## src/rtl/dec_param_enable.sv

```systemverilog
// dec_param_enable: parameterised N-to-2**N one-hot decoder with enable.
// The combinational decode d follows in/enable at all times (including
// during reset). A registered stage captures the decode one cycle later,
// together with a valid flag, the last enabled select index and a
// saturating count of enabled cycles.
//
// Qualifier semantics: valid_q is a registered copy of enable. When
// valid_q=1, d_q is the one-hot decode of sel_q; when valid_q=0, d_q is
// zero and sel_q holds the index of the most recent enabled cycle. There
// is no back-pressure: every edge with rst_n=1 produces a new sample.
module dec_param_enable #(
  parameter  int N = 2,
  localparam int W = 2**N
) (
  input  logic         clk,
  input  logic         rst_n,
  input  logic [N-1:0] in,
  input  logic         enable,
  output logic [W-1:0] d,
  output logic [W-1:0] d_q,
  output logic         valid_q,
  output logic [N-1:0] sel_q,
  output logic [15:0]  hit_cnt
);

  localparam logic [15:0] CNT_MAX = 16'hFFFF;

  logic [W-1:0] w_d;
  logic         w_cnt_sat;
  logic [15:0]  w_cnt_next;

  logic [W-1:0] r_d_q;
  logic         r_valid_q;
  logic [N-1:0] r_sel_q;
  logic [15:0]  r_hit_cnt;

  // One-hot decode of the select index, forced to zero when disabled.
  always_comb begin
    w_d = '0;
    if (enable) begin
      w_d[in] = 1'b1;
    end
  end

  // Saturating next-count: stick at all-ones instead of wrapping.
  always_comb begin
    w_cnt_sat  = (r_hit_cnt == CNT_MAX);
    w_cnt_next = w_cnt_sat ? r_hit_cnt : (r_hit_cnt + 16'd1);
  end

  // Registered decode stage and valid flag; reset wins over any update.
  always_ff @(posedge clk) begin
    if (!rst_n) begin
      r_d_q     <= '0;
      r_valid_q <= 1'b0;
    end else begin
      r_d_q     <= w_d;
      r_valid_q <= enable;
    end
  end

  // Last select index seen while enabled; holds while disabled.
  always_ff @(posedge clk) begin
    if (!rst_n) begin
      r_sel_q <= '0;
    end else if (enable) begin
      r_sel_q <= in;
    end
  end

  // Count of enabled cycles, saturating at 16'hFFFF.
  always_ff @(posedge clk) begin
    if (!rst_n) begin
      r_hit_cnt <= '0;
    end else if (enable) begin
      r_hit_cnt <= w_cnt_next;
    end
  end

  assign d       = w_d;
  assign d_q     = r_d_q;
  assign valid_q = r_valid_q;
  assign sel_q   = r_sel_q;
  assign hit_cnt = r_hit_cnt;

endmodule

```

## config.mk

```make
export PLATFORM = sky130hd
export DESIGN_NAME = dec_param_enable
export DESIGN_NICKNAME = d
export VERILOG_FILES = /design/src/rtl/dec_param_enable.sv
export SDC_FILE = /design/constraint.sdc
export NUM_CORES = 1
export LEC_CHECK = 0
export ABC_AREA = 1
export BUFFER_PORTS_ARGS = -buffer_cell sky130_fd_sc_hd__buf_2
export CAP_MARGIN = 20
export CORE_MARGIN = 2
export CORE_UTILIZATION = 49
export CTS_CLUSTER_SIZE = 16
export DETAILED_ROUTE_END_ITERATION = 7
export GPL_ROUTABILITY_DRIVEN = 0
export PLACE_DENSITY = 0.75
export SETUP_SLACK_MARGIN = 0.2
export SYNTH_ARGS = -nofsm -noshare
export SYNTH_HDL_FRONTEND = slang
export SYNTH_SLANG_ARGS = --single-unit
export TNS_END_PERCENT = 5
```

## constraint.sdc

```tcl
create_clock -name clk -period 3.44 [get_ports clk]
set_input_delay 0.516 -clock clk [delete_from_list [all_inputs] [get_ports clk]]
set_output_delay 0.516 -clock clk [all_outputs]
set_load 0.05 [all_outputs]
```

==> results of run 1 <==
==> cell usage after synthesis, drive strengths merged (2+ instances only) <==
cell / instances / area, sq um
inv: 18 / 67.6
buf: 2 / 16.3
nand2: 41 / 176
o21ai: 4 / 20.0
nand3: 18 / 108
nor3: 7 / 51.3
nor2: 44 / 190
dfxtp: 23 / 460
nand4: 5 / 31.3
a21oi: 12 / 60.1
==> flip-flops by register name (all words and copies together) (netlist names) <==
signal / cells
valid_q: 1
hit_cnt: 16
d_q: 4
sel_q: 2
==> worst max-delay path by stage <==
stage	end	slack, ns	cells past startpoint
final	d[1]	1.50	6
after global routing	d[1]	1.40	6
after CTS	d[1]	1.51	6
after detailed placement	d[1]	1.52	6
after global placement	d[1]	1.55	6
after floorplan	d[2]	1.20	3
==> cell usage in the layout, fill, tap and decap left out, drive strengths merged <==
cell / Yosys / final
or2: 1 / 1
ha: 1 / 1
nor2: 44 / 44
clkbuf: 0 / 4
nor4: 1 / 1
dfxtp: 23 / 23
nor3: 7 / 7
xor2: 1 / 1
o21ai: 4 / 4
and2: 1 / 1
nand4: 5 / 5
inv: 18 / 18
buf: 2 / 31
a21oi: 12 / 12
nand3: 18 / 18
nand2: 41 / 41
==> report_power, final <==
group          switching (mW)  leakage, nW  internal, mW
sequential            0.00406        0.187         0.272
combinational          0.0475        0.485        0.0137
clock                  0.0829       0.0150        0.0455
total                   0.134        0.687         0.331
==> final cells by class <==
cell class	count	area, sq um
clock buffers	4	26.3
well taps	30	37.5
flip-flops and latches	23	460
fillers	246	986
repair buffers	31	155
multi-input cells	136	677
inverters	18	67.6
==> per-stage QoR <==
stage	area [sq um]	hold WS, ns	util	power, mW
after global placement	1400	0.454	0.580	0.341
after CTS	1420	0.416	0.591	0.470
after detailed placement	1400	0.476	0.580	0.343
after global routing	1420	0.426	0.591	0.488
after floorplan	1220	0.595	-	0.328
final	1420	0.422	0.591	0.466
==> kinds of logic after synthesis <==
family | synth area share
buf+inv | 0.0686
compound gates | 0.0656
fa+ha+maj | 0.0102
xor+xnor | 0.00717
flops | 0.377
simple gates | 0.471
==> layer usage <==
metal | GRT usage | wire [um]
met1 | 0.269 | 1250
met3 | 0.0528 | 143
met5 | 0 | 0
met4 | 0.115 | 70
met2 | 0.346 | 1280
==> flow_metrics.env, run 1 <==
export IMPL_status="finished clean"
export IMPL_critical_path_reg2reg_startpoint="hit_cnt[0]$_SDFFE_PN0P_"
export IMPL_p_per_area_nw_per_um2=327
export IMPL_place_inst=238
export IMPL_ys_flop_type="sky130_fd_sc_hd__dfxtp_1"
export IMPL_drtIter0Drc=10
export IMPL_path_class="in2out"
export IMPL_rsz_0062_raised_after_global_routing="no"
export IMPL_tritoncts_num_sinks=23
export IMPL_skew_ns=0.00124
export IMPL_syn2layout_area_growth_pct=16.6
export IMPL_critical_path_top_delay_cell="sky130_fd_sc_hd__buf_2"
export IMPL_firstDrtPassIters=4
export IMPL_yosysSeqAreaShare=0.377
export IMPL_vias=1231
export IMPL_cts_hold_repair_buffers=0
export IMPL_data_arrival_time_of_the_critical_path_ns=1.42
export IMPL_worstSkewPairLatency_ns=0.32
export IMPL_postSynthRegisterBits=23
export IMPL_drt_wl_total_um=2750
export IMPL_finalCritPeriodShare=0.563
export IMPL_final_instance_count_excl_fill=242
export IMPL_clkTransAtPathRegs_ns=0.12
export IMPL_synth_yosys_warnings=0
export IMPL_syn_avg_cell_area_sq_um=6.82
export IMPL_r2r_cells=8
export IMPL_grt_antenna_before_repair=0
export IMPL_top_level_ports=32
export IMPL_total_inserted_antenna_cells=0
export IMPL_port_buffers=31
export IMPL_wl_per_cell_um=11.4
export IMPL_detail_route_vias_per_cell=5.09
export IMPL_path_max_fanout=11
export IMPL_postSynth_asyncResetShare=0
export IMPL_final_setup_viol_count=0
export IMPL_die_h_um=53.9
export IMPL_row_count=18
export IMPL_tritoncts="built"
export IMPL_worst_setup_path_start_kind="input pin"
export IMPL_post_route_worst_setup_slack_ns=1.50
export IMPL_first_pass_grt_wire_length_um=4500
export IMPL_max_slew_violation_count=0
export IMPL_critical_path_reg2reg_endpoint="hit_cnt[6]$_SDFFE_PN0P_"
export IMPL_coreArea_sq_um=2410
export IMPL_max_cap_violations=0
export IMPL_drt_drc_violations_left=0
export IMPL_cts_path_max_buffers=2
export IMPL_synth_cells=179
export IMPL_maxClockFrequency_mhz=517
export IMPL_layout_cell_share_with_drive_strength_beyond_1=0.245
export IMPL_holdPathEnd="d_q[0]$_SDFF_PN0_"
export IMPL_cts_buffers_inserted=3
export IMPL_clk_root_buffer_cell="sky130_fd_sc_hd__clkbuf_4"
export IMPL_postSynthNetCount=185
export IMPL_slowest_cell_delay_on_critical_path_ns=0.26
export IMPL_finalNetCount=219
export IMPL_rrSetupSlack_ns=1.89
export IMPL_power_static_leakage_nw=0.687
export IMPL_finalSetupTns_ns=0
export IMPL_slew_worst_pin_ns=0.302
export IMPL_half_perimeter_wire_length_after_detailed_placement_um=2080
export IMPL_htree_levels=1
export IMPL_slew_headroom=0.799
export IMPL_endpoint_kind="output pin"
export IMPL_hold_path_startpoint="in[0]"
export IMPL_vias_in_the_first_global_route=1066
export IMPL_cts_resized=0
export IMPL_grt_remaining_overflow=0
export IMPL_finalHoldViolCount=0
export IMPL_crit_path_cell_trace="buf_2, inv_2, nor2_1, inv_1, nor2_1, buf_2"
export IMPL_ir_worst_vdd_uv=285
export IMPL_initial_core_util=0.507
export IMPL_final_antenna_violating_net_count=0
export IMPL_synth_area_sq_um=1220
export IMPL_critPathLaunch="enable"
export IMPL_pin_count_of_the_biggest_net_entering_global_routing=17
export IMPL_hold_path_class="in2reg"
export IMPL_dpl_worst_slack_ns=1.52
export IMPL_gr_util_all_layers=0.217
export IMPL_min_delay_path_depth=2
export IMPL_dieWidth_um=53.9
export IMPL_die_area_sq_um=2910
export IMPL_post_cts_buffers=0
export IMPL_critical_path_buf_inv_count=4
export IMPL_cp_required_ns=2.92
export IMPL_cpLargestDelayFamily="buffers and inverters"
export IMPL_fin_crit_ns=1.94
export IMPL_synth_edf_count=0
export IMPL_ys_types=25
Note: power is estimated with default switching activity, not from simulation.
==> run 2, diff against run 1 <==
- clock period: 3.44 -> 2.03 ns (I/O delays scaled with it)
==> run 2 against run 1 <==
Net effect:
- non-clock buffer count is the same
- clock power grew 63%
- worst setup slack lost 0.99 ns
- sequential share of layout area is the same
- clock skew grew 0.0039 ns
- hold slack lost 0.19 ns
- via count shrank 1.2%
- utilization is the same
- power grew 67%
- routed wire length shrank 5.4%
- global-route usage shrank 1.6 points
- sequential power grew 70%
- critical endpoint is now d[0]
==> flow_metrics.env, run 2 (synthesis gave the netlist of run 1 again) <==
export IMPL_status="finished clean"
export IMPL_path_max_fanout=11
export IMPL_worst_setup_path_start_kind="input pin"
export IMPL_fin_crit_ns=1.52
export IMPL_total_inserted_antenna_cells=0
export IMPL_detail_route_vias_per_cell=5.02
export IMPL_slowest_cell_delay_on_critical_path_ns=0.26
export IMPL_cp_required_ns=1.73
export IMPL_tritoncts="built"
export IMPL_drt_drc_violations_left=0
export IMPL_initial_core_util=0.507
export IMPL_gr_util_all_layers=0.201
export IMPL_final_setup_viol_count=0
export IMPL_die_h_um=53.9
export IMPL_max_cap_violations=0
export IMPL_maxClockFrequency_mhz=658
export IMPL_cts_resized=0
export IMPL_finalNetCount=219
export IMPL_r2r_cells=8
export IMPL_slew_headroom=0.787
export IMPL_min_delay_path_depth=2
export IMPL_ir_worst_vdd_uv=449
export IMPL_endpoint_kind="output pin"
export IMPL_tritoncts_num_sinks=23
export IMPL_critical_path_reg2reg_endpoint="hit_cnt[12]$_SDFFE_PN0P_"
export IMPL_critical_path_reg2reg_startpoint="hit_cnt[0]$_SDFFE_PN0P_"
export IMPL_critical_path_buf_inv_count=4
export IMPL_cts_hold_repair_buffers=0
export IMPL_holdPathEnd="d_q[0]$_SDFF_PN0_"
export IMPL_finalHoldViolCount=0
export IMPL_drt_wl_total_um=2600
export IMPL_htree_levels=1
export IMPL_layout_cell_share_with_drive_strength_beyond_1=0.245
export IMPL_half_perimeter_wire_length_after_detailed_placement_um=2070
export IMPL_firstDrtPassIters=4
export IMPL_syn2layout_area_growth_pct=16.6
export IMPL_final_antenna_violating_net_count=0
export IMPL_die_area_sq_um=2910
export IMPL_data_arrival_time_of_the_critical_path_ns=1.22
export IMPL_wl_per_cell_um=10.7
export IMPL_cpLargestDelayFamily="buffers and inverters"
export IMPL_drtIter0Drc=20
export IMPL_pin_count_of_the_biggest_net_entering_global_routing=17
export IMPL_p_per_area_nw_per_um2=547
export IMPL_clkTransAtPathRegs_ns=0.12
export IMPL_dieWidth_um=53.9
export IMPL_coreArea_sq_um=2410
export IMPL_post_route_worst_setup_slack_ns=0.510
export IMPL_row_count=18
export IMPL_cts_path_max_buffers=2
export IMPL_vias=1216
export IMPL_max_reg_flops=16
export IMPL_grt_remaining_overflow=0
export IMPL_top_level_ports=32
export IMPL_post_cts_buffers=0
export IMPL_hold_path_startpoint="in[0]"
export IMPL_grt_antenna_before_repair=0
export IMPL_finalCritPeriodShare=0.749
export IMPL_dpl_worst_slack_ns=0.515
export IMPL_slew_worst_pin_ns=0.319
export IMPL_hold_path_class="in2reg"
export IMPL_first_pass_grt_wire_length_um=4300
export IMPL_port_buffers=31
export IMPL_cts_buffers_inserted=3
export IMPL_vias_in_the_first_global_route=1026
export IMPL_power_static_leakage_nw=0.687
export IMPL_finalSetupTns_ns=0
export IMPL_path_class="in2out"
export IMPL_max_slew_violation_count=0
export IMPL_clk_root_buffer_cell="sky130_fd_sc_hd__clkbuf_4"
export IMPL_rsz_0062_raised_after_global_routing="no"
export IMPL_final_cell_mix="sky130_fd_sc_hd__nor2_1, sky130_fd_sc_hd__nand2_1, sky130_fd_sc_hd__buf_2"
export IMPL_crit_path_cell_trace="buf_2, inv_2, nor2_1, inv_1, nor2_1, buf_2"
export IMPL_rrSetupSlack_ns=0.53
export IMPL_worstSkewPairLatency_ns=0.30
export IMPL_critPathLaunch="enable"
export IMPL_critical_path_top_delay_cell="sky130_fd_sc_hd__buf_2"
export IMPL_skew_ns=0.00517
==> run 2: report_power, final <==
part	switching (mW)	internal, mW	total [mW]
sequential	0.00674	0.461	0.468
combinational	0.0800	0.0231	0.103
clock	0.131	0.0765	0.208
total	0.218	0.560	0.779
==> run 2: layer usage <==
layer  up-vias  wire [um]  global-route usage
li1        645          -                   -
met3         4        124              0.0278
met5         -          0                   0
met2        34       1250               0.343
met4         0         29              0.0641
met1       533       1200               0.260
==> run 2: layout make-up <==
type	count	area [sq um]
clock buffer	4	26.3
sequential	23	460
inverter	18	67.6
multi-input combinational	136	677
fill	226	986
timing repair buffer	31	155
tap	30	37.5
==> run 2: metrics by stage <==
stage	std cells	total power, mW	util	cell area, sq um	hold WS, ns
finish	242	0.779	0.591	1420	0.231
global route	242	0.821	0.591	1420	0.227
CTS	242	0.784	0.591	1420	0.231
detailed placement	238	0.581	0.580	1400	0.475
global placement	238	0.578	0.580	1400	0.452
floorplan	179	0.556	-	1220	0.383
==> run 2: worst max path at each step <==
stage | end | slack [ns] | depth (start not counted)
3_3_place_gp | d[0] | 0.56 | 6
5_1_grt | hit_cnt[6]$_SDFFE_PN0P_ | 0.40 | 8
2_1_floorplan | d[2] | 0.22 | 3
6_report | d[0] | 0.51 | 6
4_1_cts | d[1] | 0.51 | 6
3_5_place_dp | d[1] | 0.51 | 6
==> run 3, diff against run 2 <==
- CORE_UTILIZATION: 49 -> 46
- PLACE_DENSITY: 0.75 -> 0.74
- clock period: 2.03 -> 1.28 ns (I/O delays scaled with it)
==> run 3 against run 2 <==
Net effect:
- the run now ends with negative setup slack left
- routed wire length up 49%
- worst setup slack worse by 0.61 ns
- critical path type is now reg2reg
- largest cell class unchanged
- critical endpoint is now hit_cnt[11]$_SDFFE_PN0P_
- register-to-register slack lost 0.63 ns
- hold slack got worse by 0.11 ns
==> flow_metrics.env, run 3 (synthesis gave the netlist of run 1 again) <==
export IMPL_status="finished, violations left"
export IMPL_violations="negative setup slack"
export IMPL_cts_buffers_inserted=3
export IMPL_worst_setup_path_start_kind="flip-flop"
export IMPL_layout_cell_share_with_drive_strength_beyond_1=0.509
export IMPL_wl_met2_um=1920
export IMPL_rrSetupSlack_ns=-0.1
export IMPL_clkTransAtPathRegs_ns=0.13
export IMPL_htree_levels=1
export IMPL_slowest_cell_delay_on_critical_path_ns=0.40
export IMPL_route_met3_wl_um=271
export IMPL_final_area_sq_um=1930
export IMPL_post_route_worst_setup_slack_ns=-0.0962
export IMPL_path_class="reg2reg"
export IMPL_power_static_leakage_nw=0.820
export IMPL_gr_util_all_layers=0.226
export IMPL_dieWidth_um=55.5
export IMPL_final_antenna_violating_net_count=0
export IMPL_coreArea_sq_um=2500
export IMPL_pin_count_of_the_biggest_net_entering_global_routing=13
export IMPL_syn2layout_area_growth_pct=58.2
export IMPL_first_pass_grt_wire_length_um=5720
export IMPL_worstSkewPairLatency_ns=0.32
export IMPL_ir_worst_vdd_uv=627
export IMPL_holdPathEnd="d_q[0]$_SDFF_PN0_"
export IMPL_path_max_fanout=5
export IMPL_placement_cell_area_sq_um=1580
export IMPL_worst_path_stages=7
export IMPL_max_reg_flops=16
export IMPL_slew_headroom=0.814
export IMPL_die_area_sq_um=3080
export IMPL_storage_element_area_sq_um=518
export IMPL_final_cell_mix="sky130_fd_sc_hd__nand2_1, sky130_fd_sc_hd__nor2_1, sky130_fd_sc_hd__buf_4"
export IMPL_drt_drc_violations_left=0
export IMPL_half_perimeter_wire_length_after_detailed_placement_um=2490
export IMPL_crit_path_cell_trace="ha_4, nand3_4, nor2_4, nand2_4, nand2_4, nand2_1, a21oi_2"
export IMPL_critical_path_top_delay_cell="sky130_fd_sc_hd__dfxtp_4"
export IMPL_hold_path_startpoint="in[0]"
export IMPL_tritoncts="built"
export IMPL_critical_path_reg2reg_endpoint="hit_cnt[11]$_SDFFE_PN0P_"
export IMPL_critical_path_reg2reg_startpoint="hit_cnt[0]$_SDFFE_PN0P_"
export IMPL_rsz_0062_raised_after_global_routing="yes"
export IMPL_min_delay_path_depth=2
export IMPL_max_cap_violations=0
export IMPL_cts_hold_repair_buffers=0
export IMPL_drt_wl_total_um=3860
export IMPL_skew_ns=0.00146
export IMPL_most_common_cell_after_layout_fill_and_taps_aside="sky130_fd_sc_hd__nand2_1"
export IMPL_critical_path_top_cell_by_count="sky130_fd_sc_hd__nand2_4"
export IMPL_finalHoldViolCount=0
export IMPL_cpLargestDelayFamily="simple AND/OR/NAND/NOR gates"
export IMPL_firstDrtPassIters=4
export IMPL_cp_required_ns=1.54
export IMPL_max_slew_violation_count=0
export IMPL_finalCritPeriodShare=1.08
export IMPL_final_setup_viol_count=13
export IMPL_cts_path_max_buffers=2
export IMPL_multi_input_comb_area_sq_um=828
export IMPL_wl_per_cell_um=14.7
export IMPL_fill_cells=179
export IMPL_drtIter0Drc=44
export IMPL_grt_remaining_overflow=0
export IMPL_fin_crit_ns=1.38
export IMPL_slew_worst_pin_ns=0.279
export IMPL_maxClockFrequency_mhz=727
export IMPL_total_inserted_antenna_cells=0
export IMPL_wl_met1_um=1610
export IMPL_fin_util=0.773
export IMPL_hold_path_class="in2reg"
export IMPL_grt_antenna_before_repair=0
export IMPL_endpoint_kind="flip-flop"
export IMPL_place_inst=248
export IMPL_final_instance_count_excl_fill=262
export IMPL_finalNetCount=239
export IMPL_initial_core_util=0.488
export IMPL_top_level_ports=32
export IMPL_detail_route_vias_per_cell=5.44
export IMPL_top_layer="met4"
export IMPL_critical_path_buf_inv_count=0
export IMPL_vias_in_the_first_global_route=1304
export IMPL_r2r_cells=7
export IMPL_port_buffers=31
export IMPL_clk_root_buffer_cell="sky130_fd_sc_hd__clkbuf_4"
export IMPL_tritoncts_num_sinks=23
export IMPL_data_arrival_time_of_the_critical_path_ns=1.63
export IMPL_die_h_um=55.5
export IMPL_vias=1425
export IMPL_p_per_area_nw_per_um2=672
export IMPL_row_count=18
## run 3: metrics by stage
step           worst slack, ns  TNS (ns)  total power [mW]  hold slack, ns
2_1_floorplan          -0.0381    -0.295             0.865           0.271
3_3_place_gp           -0.0853    -0.203             0.913           0.447
3_5_place_dp            -0.128    -0.463             0.921           0.466
4_1_cts                -0.0294    -0.145              1.27           0.116
5_1_grt                 -0.174     -1.89              1.35           0.121
6_report               -0.0962    -0.648              1.30           0.120
## run 3: what timing repair did
action / CTS / global route
endpoints found under the setup margin: 41 / 42
pin swaps: 0 / 15
buffers inserted: 0 / 8
cloned: 0 / 2
gates resized for setup: 25 / 71
## run 3: power breakdown
group / internal [mW] / switching [mW]
clock network: 0.122 / 0.235
logic: 0.0725 / 0.147
registers: 0.707 / 0.0150
## run 3: per-layer routing
layer | track usage | vias up
li1 | - | 691
met1 | 0.281 | 656
met2 | 0.386 | 70
met3 | 0.0351 | 8
met4 | 0.0941 | 0
met5 | 0 | -
## run 3: how the worst max path moves through the flow
| stage | from | end | slack (ns) |
|---|---|---|---|
| 3_3_place_gp | hit_cnt[0]$_SDFFE_PN0P_ | hit_cnt[11]$_SDFFE_PN0P_ | -0.09 |
| 2_1_floorplan | hit_cnt[1]$_SDFFE_PN0P_ | hit_cnt[6]$_SDFFE_PN0P_ | -0.04 |
| 3_5_place_dp | hit_cnt[1]$_SDFFE_PN0P_ | hit_cnt[11]$_SDFFE_PN0P_ | -0.13 |
| 6_report | hit_cnt[0]$_SDFFE_PN0P_ | hit_cnt[11]$_SDFFE_PN0P_ | -0.1 |
| 5_1_grt | hit_cnt[15]$_SDFFE_PN0P_ | hit_cnt[11]$_SDFFE_PN0P_ | -0.17 |
| 4_1_cts | hit_cnt[1]$_SDFFE_PN0P_ | hit_cnt[15]$_SDFFE_PN0P_ | -0.03 |
## run 3: cell type report
class | count | share of cell area
clock buffer | 4 | 0.0136
timing repair buffer | 49 | 0.235
sequential | 23 | 0.268
tap | 30 | 0.0194
inverter | 18 | 0.0350
multi-input combinational | 138 | 0.429
